===== src/rtl/sd_block_responder_if.sv =====
// Block-transfer bus between the save/load initiator and the image-side responder.
//   sd_lba       : block address (initiator -> responder)
//   sd_rd/sd_wr  : read / write request levels (initiator -> responder)
//   sd_ack       : high for the whole block transfer (responder -> initiator)
//   sd_buff_addr : word index within the block (responder -> initiator)
//   sd_buff_dout : read data into the initiator buffer (responder -> initiator)
//   sd_buff_wr   : one-cycle write strobe into the initiator buffer
//   sd_buff_din  : initiator buffer data, one cycle after sd_buff_addr
interface sd_block_responder_if;
  logic [31:0] sd_lba;
  logic        sd_rd;
  logic        sd_wr;
  logic        sd_ack;
  logic [7:0]  sd_buff_addr;
  logic [15:0] sd_buff_dout;
  logic        sd_buff_wr;
  logic [15:0] sd_buff_din;

  modport master (
    output sd_lba, sd_rd, sd_wr, sd_buff_din,
    input  sd_ack, sd_buff_addr, sd_buff_dout, sd_buff_wr
  );

  modport slave (
    input  sd_lba, sd_rd, sd_wr, sd_buff_din,
    output sd_ack, sd_buff_addr, sd_buff_dout, sd_buff_wr
  );
endinterface


===== src/rtl/sd_block_responder.sv =====
// Image-side responder for the sd block protocol: services 512-byte blocks as
// 256 16-bit words against a simple backing-store port and reports mounts.
//   clk_sys, reset_n      : clock, async active-low reset
//   sd (slave)            : block request / buffer bus
//   mount_req, readonly   : mount trigger (rising edge) and write-protect flag
//   img_mounted/_readonly/_size : mount status
//   mem_addr/rd/wr/din/dout/ready : backing store, mem_rd/mem_wr held until mem_ready
//   lba_err               : sticky out-of-range flag, cleared on the next request
module sd_block_responder #(
  parameter int unsigned IMG_BLOCKS = 16,
  parameter int unsigned ACK_DELAY  = 4,
  parameter int unsigned MEM_AW     = 12
) (
  input  logic              clk_sys,
  input  logic              reset_n,
  sd_block_responder_if.slave sd,
  input  logic              mount_req,
  input  logic              readonly,
  output logic              img_mounted,
  output logic              img_readonly,
  output logic [63:0]       img_size,
  output logic [MEM_AW-1:0] mem_addr,
  output logic              mem_rd,
  output logic              mem_wr,
  output logic [15:0]       mem_din,
  input  logic [15:0]       mem_dout,
  input  logic              mem_ready,
  output logic              lba_err
);

  localparam int unsigned LBA_W   = 32;
  localparam int unsigned IDX_W   = 8;
  localparam int unsigned CNT_W   = 8;
  localparam logic [LBA_W-1:0] LBA_LIMIT = LBA_W'(IMG_BLOCKS);
  localparam logic [CNT_W:0]   ACK_DLY   = (CNT_W+1)'(ACK_DELAY);
  localparam logic [IDX_W-1:0] IDX_LAST  = '1;
  localparam logic [63:0]      IMG_BYTES = 64'(IMG_BLOCKS) * 64'd512;

  typedef enum logic [2:0] {
    S_IDLE, S_DELAY, S_RD_FETCH, S_RD_PUT,
    S_WR_ADDR, S_WR_SAMPLE, S_WR_STORE, S_DONE
  } state_t;

  state_t            state_q, state_d;
  logic [LBA_W-1:0]  lba_q;
  logic              rd_q;
  logic [IDX_W-1:0]  idx_q;
  logic [CNT_W-1:0]  cnt_q;
  logic              mount_q;

  logic in_range, store_en, delay_done, fetch_done, store_done, mount_rise, req;
  logic sd_ack_d, buff_wr_d, mem_rd_d, mem_wr_d;

  assign req        = sd.sd_rd | sd.sd_wr;
  assign in_range   = (lba_q < LBA_LIMIT);
  assign store_en   = in_range & ~img_readonly;
  assign delay_done = ({1'b0, cnt_q} + (CNT_W+1)'(1)) >= ACK_DLY;
  assign fetch_done = ~in_range | (mem_rd & mem_ready);
  assign store_done = ~store_en | (mem_wr & mem_ready);
  assign mount_rise = mount_req & ~mount_q;

  assign sd.sd_buff_addr = idx_q;
  assign mem_addr        = {lba_q[MEM_AW-9:0], idx_q};

  // State register
  always_ff @(posedge clk_sys or negedge reset_n) begin
    if (!reset_n) state_q <= S_IDLE;
    else          state_q <= state_d;
  end

  // Next-state logic
  always_comb begin
    state_d = state_q;
    unique case (state_q)
      S_IDLE:      if (req) state_d = S_DELAY;
      S_DELAY:     if (delay_done) state_d = rd_q ? S_RD_FETCH : S_WR_ADDR;
      S_RD_FETCH:  if (fetch_done) state_d = S_RD_PUT;
      S_RD_PUT:    state_d = (idx_q == IDX_LAST) ? S_DONE : S_RD_FETCH;
      S_WR_ADDR:   state_d = S_WR_SAMPLE;
      S_WR_SAMPLE: state_d = S_WR_STORE;
      S_WR_STORE:  if (store_done) state_d = (idx_q == IDX_LAST) ? S_DONE : S_WR_ADDR;
      S_DONE:      state_d = S_IDLE;
      default:     state_d = S_IDLE;
    endcase
  end

  // Output decode on the upcoming state so the registered strobes line up with it
  always_comb begin
    sd_ack_d  = 1'b0;
    buff_wr_d = 1'b0;
    mem_rd_d  = 1'b0;
    mem_wr_d  = 1'b0;
    unique case (state_d)
      S_RD_FETCH: begin
        sd_ack_d = 1'b1;
        mem_rd_d = in_range;
      end
      S_RD_PUT: begin
        sd_ack_d  = 1'b1;
        buff_wr_d = 1'b1;
      end
      S_WR_ADDR, S_WR_SAMPLE: sd_ack_d = 1'b1;
      S_WR_STORE: begin
        sd_ack_d = 1'b1;
        mem_wr_d = store_en;
      end
      default: ;
    endcase
  end

  // Output registers and transfer datapath
  always_ff @(posedge clk_sys or negedge reset_n) begin
    if (!reset_n) begin
      sd.sd_ack       <= 1'b0;
      sd.sd_buff_wr   <= 1'b0;
      sd.sd_buff_dout <= '0;
      mem_rd          <= 1'b0;
      mem_wr          <= 1'b0;
      mem_din         <= '0;
      lba_err         <= 1'b0;
      lba_q           <= '0;
      rd_q            <= 1'b0;
      idx_q           <= '0;
      cnt_q           <= '0;
    end else begin
      sd.sd_ack     <= sd_ack_d;
      sd.sd_buff_wr <= buff_wr_d;
      mem_rd        <= mem_rd_d;
      mem_wr        <= mem_wr_d;
      unique case (state_q)
        S_IDLE: begin
          if (req) begin
            lba_q   <= sd.sd_lba;
            rd_q    <= sd.sd_rd;
            lba_err <= 1'b0;
            idx_q   <= '0;
            cnt_q   <= '0;
          end
        end
        S_DELAY: cnt_q <= cnt_q + CNT_W'(1);
        S_RD_FETCH: begin
          if (!in_range) begin
            sd.sd_buff_dout <= 16'hFFFF;
            lba_err         <= 1'b1;
          end else if (mem_rd && mem_ready) begin
            sd.sd_buff_dout <= mem_dout;
          end
        end
        S_RD_PUT: if (idx_q != IDX_LAST) idx_q <= idx_q + IDX_W'(1);
        // Buffer data arrives one cycle after the address driven in S_WR_ADDR
        S_WR_SAMPLE: mem_din <= sd.sd_buff_din;
        S_WR_STORE: begin
          if (!in_range) lba_err <= 1'b1;
          if (store_done && idx_q != IDX_LAST) idx_q <= idx_q + IDX_W'(1);
        end
        default: ;
      endcase
    end
  end

  // Mount tracking, independent of any transfer in flight
  always_ff @(posedge clk_sys or negedge reset_n) begin
    if (!reset_n) begin
      mount_q      <= 1'b0;
      img_mounted  <= 1'b0;
      img_readonly <= 1'b0;
      img_size     <= '0;
    end else begin
      mount_q     <= mount_req;
      img_mounted <= mount_rise;
      if (mount_rise) begin
        img_readonly <= readonly;
        img_size     <= IMG_BYTES;
      end
    end
  end

endmodule


===== src/flat_wrapper.sv =====
// flat-port wrapper written by rule: the top's interface ports become plain ports
module sd_block_responder_flat 
#(
  parameter int unsigned IMG_BLOCKS = 16,
  parameter int unsigned ACK_DELAY  = 4,
  parameter int unsigned MEM_AW     = 12
)
  (clk_sys, reset_n, mount_req, readonly, img_mounted, img_readonly, img_size, mem_addr, mem_rd, mem_wr, mem_din, mem_dout, mem_ready, lba_err, sd_sd_lba, sd_sd_rd, sd_sd_wr, sd_sd_buff_din, sd_sd_ack, sd_sd_buff_addr, sd_sd_buff_dout, sd_sd_buff_wr);
  sd_block_responder_if sd_i ();
  input  logic clk_sys;
  input  logic reset_n;
  input  logic mount_req;
  input  logic readonly;
  output logic img_mounted;
  output logic img_readonly;
  output logic [63:0] img_size;
  output logic [MEM_AW-1:0] mem_addr;
  output logic mem_rd;
  output logic mem_wr;
  output logic [15:0] mem_din;
  input  logic [15:0] mem_dout;
  input  logic mem_ready;
  output logic lba_err;
  input wire logic [$bits(sd_i.sd_lba)-1:0] sd_sd_lba;
  input wire logic [$bits(sd_i.sd_rd)-1:0] sd_sd_rd;
  input wire logic [$bits(sd_i.sd_wr)-1:0] sd_sd_wr;
  input wire logic [$bits(sd_i.sd_buff_din)-1:0] sd_sd_buff_din;
  output wire logic [$bits(sd_i.sd_ack)-1:0] sd_sd_ack;
  output wire logic [$bits(sd_i.sd_buff_addr)-1:0] sd_sd_buff_addr;
  output wire logic [$bits(sd_i.sd_buff_dout)-1:0] sd_sd_buff_dout;
  output wire logic [$bits(sd_i.sd_buff_wr)-1:0] sd_sd_buff_wr;
  assign sd_i.sd_lba = sd_sd_lba;
  assign sd_i.sd_rd = sd_sd_rd;
  assign sd_i.sd_wr = sd_sd_wr;
  assign sd_i.sd_buff_din = sd_sd_buff_din;
  assign sd_sd_ack = sd_i.sd_ack;
  assign sd_sd_buff_addr = sd_i.sd_buff_addr;
  assign sd_sd_buff_dout = sd_i.sd_buff_dout;
  assign sd_sd_buff_wr = sd_i.sd_buff_wr;
  sd_block_responder #(.IMG_BLOCKS(IMG_BLOCKS), .ACK_DELAY(ACK_DELAY), .MEM_AW(MEM_AW)) u_core (.clk_sys(clk_sys), .reset_n(reset_n), .sd(sd_i), .mount_req(mount_req), .readonly(readonly), .img_mounted(img_mounted), .img_readonly(img_readonly), .img_size(img_size), .mem_addr(mem_addr), .mem_rd(mem_rd), .mem_wr(mem_wr), .mem_din(mem_din), .mem_dout(mem_dout), .mem_ready(mem_ready), .lba_err(lba_err));
endmodule

===== config.mk =====
export PLATFORM = sky130hd
export DESIGN_NAME = sd_block_responder_flat
export DESIGN_NICKNAME = d
export VERILOG_FILES = /design/src/rtl/sd_block_responder_if.sv /design/src/rtl/sd_block_responder.sv /design/src/flat_wrapper.sv
export SDC_FILE = /design/constraint.sdc
export NUM_CORES = 1
export LEC_CHECK = 0
export ABC_AREA = 0
export BUFFER_PORTS_ARGS = -buffer_cell sky130_fd_sc_hd__buf_2
export CAP_MARGIN = 20
export CORE_ASPECT_RATIO = 1.1
export CORE_MARGIN = 4
export CORE_UTILIZATION = 48
export DETAILED_ROUTE_END_ITERATION = 10
export PLACE_DENSITY = 0.8
export SYNTH_ARGS = -nofsm -noshare
export SYNTH_HDL_FRONTEND = slang
export SYNTH_SLANG_ARGS = --single-unit

===== constraint.sdc =====
create_clock -name clk_sys -period 2.9 [get_ports clk_sys]
set_input_delay 0.58 -clock clk_sys [delete_from_list [all_inputs] [get_ports clk_sys]]
set_output_delay 0.58 -clock clk_sys [all_outputs]
set_load 0.1 [all_outputs]

==> qor.yml, run 1 <==
multiInputGateArea_mm2: 0.00186
fin_util: 0.564
crit_path_max_incr_delay_ps: 450
vias_per_cell: 4.92
rsz0062_at_grt: "no"
antenna_cells: 0
path_cells: "ha_1, and3_1, and4b_1, o21ai_1, or2_1, a221oi_2, inv_1, a311o_1"
ys_ff_latch: 93
switching_share: 0.564
worstPathArrival_ps: 2750
crit_buf_inv: 1
synthCells: 489
fp-row-count: 37
p_total_mw: 6.92
cp_max_fo: 7
clkTransAtPathRegs_ps: 90
internal-power_mw: 3.02
die_h_um: 110
worstSkewPairLatency_ps: 360
final_nets: 681
powerDensity_mw_per_mm2: 1310
die_w_um: 101
drv_cap: 0
r2r-start: "u_core.cnt_q[0]"
drt_iter0_drc: 167
crit_slowest_cell: "dfrtp_1"
finalCritPeriodShare: 0.864
area_growth_syn_to_layout_pct: 15.1
cts_max_level: 3
tns_ps: 0
r2r_end: "u_core.sd.sd_ack"
path_class: "register to register"
seq_area_mm2: 0.00233
reg2reg_slack_ps: 400
synthDistinctLibCells: 54
drc: 0
crit_start: "u_core.cnt_q[0]"
synth-edff-count: 0
postCtsSetupBuffers: 0
antenna_found_initial: 0
synth_top_cell_by_area: "dfrtp_1"
coreArea_mm2: 0.00935
grt_usage: 0.180
crit_required_ps: 3140
finalWirelength_mm: 10.1
p_sw_mw: 3.90
ctsLongestPathBuffers: 2
reg2reg_depth: 8
fmax_mhz: 399
crit_cells: 8
synth_area_leaders: "dfrtp_1, buf_4, nand2_1, mux2_2, nor2_1"
place_congestion: 0.810
ys.warnings.count: 0
cts_tree: "built"
firstDrtPassIters: 4
grt_max_degree: 60
vias: 3584
synth-main-ff-cell: "dfrtp_1"
vdd_drop_max_mv: 1.01
hold_buffers: 0
wl_per_cell_um: 13.9
fin_crit_ps: 2500
hold_path_class: "input pin to async pin"
syn_area_mm2: 0.00458
avgSynthCellArea_um2: 9.37
async_flop_share: 1.00
ioPinCount: 194
outcome: "completed"
ant_nets: 0
crit_family: "compound AO/OA/AOI/OAI gates"
finalClockSkew_ps: 10.4
cts_sinks: 93
seqPwrFrac: 0.314
die_area_mm2: 0.0112
drv_slew: 0
drive_gt1_frac: 0.291
startpoint_type: "register"
place_hpwl_mm: 7.59
root_buffer: "clkbuf_8"
synth_top_area_share: 0.508
grt_pass1_vias: 3469
setup_viol: 0
cts_buffers: 9
worstSetupEndpointType: "register"
io_buffers: 130
holdWs_ps: 158
gr-total-overflow: 0
critPathCapture: "u_core.sd.sd_ack"
num-fill-cells: 859
cts_resized: 0
seq_area_frac_synth: 0.508
p_leak_nw: 2.66
combinationalPowerShare: 0.551
clkPwrFrac: 0.136
initial_core_util: 0.490
hold_viol_final: 0
grt_pass1_wl_mm: 16.3
-- synthesized netlist by cell type (3+ instances only) --
cell,n
nor2_1,44
nand2_1,114
nand4_1,5
ha_1,3
a21oi_1,24
o21ai_0,20
nor3_1,3
mux2_2,17
dfrtp_1,93
buf_4,76
a31oi_1,4
inv_1,3
nand3_1,8
nor4_1,8
or3_1,4
clkbuf_1,12
-- state kept, by name, indices dropped and copies added (netlist names) --
name                    flops
u_core.sd.sd_ack            1
u_core.lba_q               32
u_core.cnt_q                8
u_core.img_readonly         1
u_core.rd_q                 1
u_core.mount_q              1
u_core.mem_din             16
u_core.img_mounted          1
u_core.img_size             1
u_core.state_q              3
u_core.mem_wr               1
u_core.sd.sd_buff_addr      8
u_core.sd.sd_buff_wr        1
u_core.mem_rd               1
u_core.lba_err              1
u_core.sd.sd_buff_dout     16
-- kinds of logic after synthesis --
kind of cell / Yosys count / synth area share
AND/OR/NAND/NOR: 208 / 0.202
multiplexers: 17 / 0.0418
buffers and inverters: 95 / 0.141
XOR/XNOR: 2 / 0.00382
AO/OA/AOI/OAI: 70 / 0.0947
flip-flops: 93 / 0.508
adder cells (fa/ha/maj): 3 / 0.00819
other: 1 / 0.000818
-- worst min path at each step --
stage | startpoint | end | slack [ps] | cells after the start
floorplan | reset_n | u_core.cnt_q[0] | 280 | 0
global placement | u_core.mount_q | u_core.img_mounted | 420 | 1
detailed placement | u_core.mount_q | u_core.img_mounted | 430 | 1
CTS | reset_n | u_core.mem_din[14] | 160 | 1
global route | reset_n | u_core.mem_din[11] | 180 | 1
finish | reset_n | u_core.mem_din[14] | 160 | 1
-- cell type report --
cell class | instances | area share
Inverter | 3 | 0.00213
Tap cell | 117 | 0.0277
Clock buffer | 10 | 0.0261
Timing Repair Buffer | 137 | 0.136
Multi-Input combinational cell | 363 | 0.353
Sequential cell | 93 | 0.441
Clock inverter | 5 | 0.0142
-- through the flow --
| step | cell area (um2) | cells | setup WS (ps) |
|---|---|---|---|
| 3_5_place_dp | 5060 | 713 | 433 |
| 4_1_cts | 5280 | 728 | 397 |
| 6_report | 5280 | 728 | 395 |
| 5_1_grt | 5280 | 728 | 229 |
| 3_3_place_gp | 5060 | 713 | 515 |
| 2_1_floorplan | 4820 | 551 | 436 |
-- power by group through the flow --
| stage | logic (mW) | registers, mW | clock network [mW] |
|---|---|---|---|
| detailed placement | 3.83 | 2.19 | 0 |
| floorplan | 2.14 | 3.34 | 0 |
| global placement | 3.75 | 2.15 | 0 |
| global route | 4.04 | 2.25 | 1.01 |
| CTS | 3.83 | 2.17 | 0.961 |
| finish | 3.81 | 2.17 | 0.939 |
-- per-layer routing --
metal | track usage | share of wire | vias up | wire length (um)
met5 | 0 | 0 | - | 0
met4 | 0.0656 | 0.016 | 0 | 164
met3 | 0.0455 | 0.077 | 14 | 779
met2 | 0.296 | 0.51 | 137 | 5160
met1 | 0.226 | 0.40 | 1702 | 4020
li1 | - | - | 1731 | -
-- cells in the final DEF, fill, tap and decap left out, types with 2 or more instances in the layout --
cell type  synthesis  routed
nand2b_1           2       2
a31oi_1            4       4
a21o_1             2       2
inv_1              3       3
a21oi_1           24      24
clkbuf_8           0      10
mux2_2            17      17
o211ai_1           2       2
dfrtp_1           93      93
nand2_1          114     114
or3_1              4       4
buf_2              2     129
nor2_1            44      44
nor3_1             3       3
ha_1               3       3
o2111ai_1          2       2
o21ai_0           20      20
clkinv_2           0       3
and3_1             2       2
nor2b_1            2       2
bufinv_16          0       2
and2_1             2       2
nand3_1            8       8
conb_1             1      63
buf_4             76       7
nor4_1             8       8
nand4_1            5       5
and4_1             2       2
o31ai_1            2       2
No activity file was read; power rests on OpenSTA's default activity.
==> run 2: changes to the inputs <==
PLACE_DENSITY = unset   (was 0.8)
PLACE_DENSITY_LB_ADDON = 0.3   (was unset)
==> run 2 against run 1 <==
Against the previous run:
- utilization grew 0.094 points
- final cell count is the same
- worst hold slack gained 13 ps
- critical endpoint unchanged
==> qor.yml, run 2 (synthesis results as in run 1) <==
outcome: "completed"
finalCritPeriodShare: 0.855
p_leak_nw: 2.65
firstDrtPassIters: 4
top_regs: "u_core.lba_q: 32 flops, u_core.mem_din: 16 flops, u_core.sd.sd_buff_dout: 16 flops"
grt_max_degree: 57
fin_crit_ps: 2480
cp_max_fo: 7
cts_max_level: 3
rsz0062_at_grt: "no"
drive_gt1_frac: 0.290
final_common_cell: "buf_2"
wl_per_cell_um: 13.7
setup_viol: 0
reg2reg_slack_ps: 420
antenna_cells: 0
vdd_drop_max_mv: 1.02
drt_iter0_drc: 203
final_cell_mix: "buf_2, nand2_1, dfrtp_1"
multiInputGateArea_mm2: 0.00186
r2r_end: "u_core.sd.sd_ack"
r2r-start: "u_core.cnt_q[0]"
drv_cap: 0
postCtsSetupBuffers: 0
fp-row-count: 37
die_area_mm2: 0.0112
crit_required_ps: 3140
grt_pass1_wl_mm: 16.5
dpl-instance-area_mm2: 0.00506
clkTransAtPathRegs_ps: 80
finalWirelength_mm: 9.99
initial_core_util: 0.490
tns_ps: 0
hold_path_class: "input pin to async pin"
coreArea_mm2: 0.00935
ctsLongestPathBuffers: 2
largest_register_ffs: 32
vias_per_cell: 4.92
cts_resized: 0
ant_nets: 0
die_w_um: 101
wl_met1_mm: 3.95
vias: 3585
grt_pass1_vias: 3504
fmax_mhz: 403
drc: 0
regMostFlops: "u_core.lba_q"
worstPathArrival_ps: 2720
hold_viol_final: 0
stdcell_area_mm2: 0.00529
cts_sinks: 93
path_class: "register to register"
reg2reg_depth: 8
place_hpwl_mm: 7.31
finalClockSkew_ps: 7.82
worstSetupEndpointType: "register"
io_buffers: 130
worstSkewPairLatency_ps: 360
cts_tree: "built"
final_nets: 681
startpoint_type: "register"
top_layer_used: "met4"
ioPinCount: 194
wl_met3_um: 920
gr-total-overflow: 0
place_congestion: 0.799
drv_slew: 0
area_growth_syn_to_layout_pct: 15.3
root_buffer: "clkbuf_8"
die_h_um: 110
hold_buffers: 0
antenna_found_initial: 0
powerDensity_mw_per_mm2: 1310
wl_met2_mm: 4.93
seq_area_mm2: 0.00233
cts_buffers: 9
num-fill-cells: 886
grt_usage: 0.183
==> run 2: changes by cell type in the layout (fill, tap and decap cells not counted) <==
cell / delta
clkinv_2: -2
buf_4: -1
buf_8: +1
clkbuf_1: +1
clkinvlp_4: +1
==> run 2: metrics by stage <==
step | cells | util | setup WS (ps) | total power, mW | hold slack (ps)
floorplan | 551 | - | 436 | 5.48 | 284
CTS | 727 | 0.564 | 411 | 6.95 | 173
global placement | 712 | 0.541 | 508 | 5.91 | 410
global route | 728 | 0.565 | 222 | 7.33 | 191
detailed placement | 712 | 0.541 | 458 | 5.99 | 426
finish | 728 | 0.565 | 421 | 6.91 | 170
==> run 2: per-layer routing <==
layer,track usage,vias up
li1,-,1731
met1,0.226,1695
met2,0.299,148
met3,0.0562,11
met4,0.0674,0
met5,0,-
==> run 2: worst max-delay path by stage <==
| stage | startpoint | endpoint | slack [ps] |
|---|---|---|---|
| 2_1_floorplan | u_core.sd.sd_buff_addr[0] | u_core.sd.sd_buff_addr[5] | 440 |
| 3_3_place_gp | u_core.cnt_q[0] | u_core.sd.sd_ack | 510 |
| 3_5_place_dp | u_core.cnt_q[0] | u_core.sd.sd_ack | 460 |
| 4_1_cts | u_core.cnt_q[0] | u_core.sd.sd_ack | 410 |
| 5_1_grt | u_core.cnt_q[0] | u_core.sd.sd_ack | 220 |
| 6_report | u_core.cnt_q[0] | u_core.sd.sd_ack | 420 |
==> run 2: cell type report <==
cell class / instances / share of cell area
inverter: 3 / 0.00213
clock inverter: 4 / 0.0137
multi-input combinational: 363 / 0.352
clock buffer: 11 / 0.0268
timing repair buffer: 137 / 0.137
tap: 117 / 0.0277
sequential: 93 / 0.440
==> run 2: where the power goes <==
part	total, mW	internal, mW	switching (mW)
sequential	2.16	1.77	0.389
combinational	3.82	0.754	3.06
clock	0.935	0.503	0.431
==> run 2: worst max-delay path, cell delays in order, from the launching register on <==
cell and delay, ps:
dfrtp_1 450, ha_1 280, and3_1 240, and4b_1 250
o21ai_1 90, or2_1 250, a221oi_2 330, inv_1 100
a311o_1 360
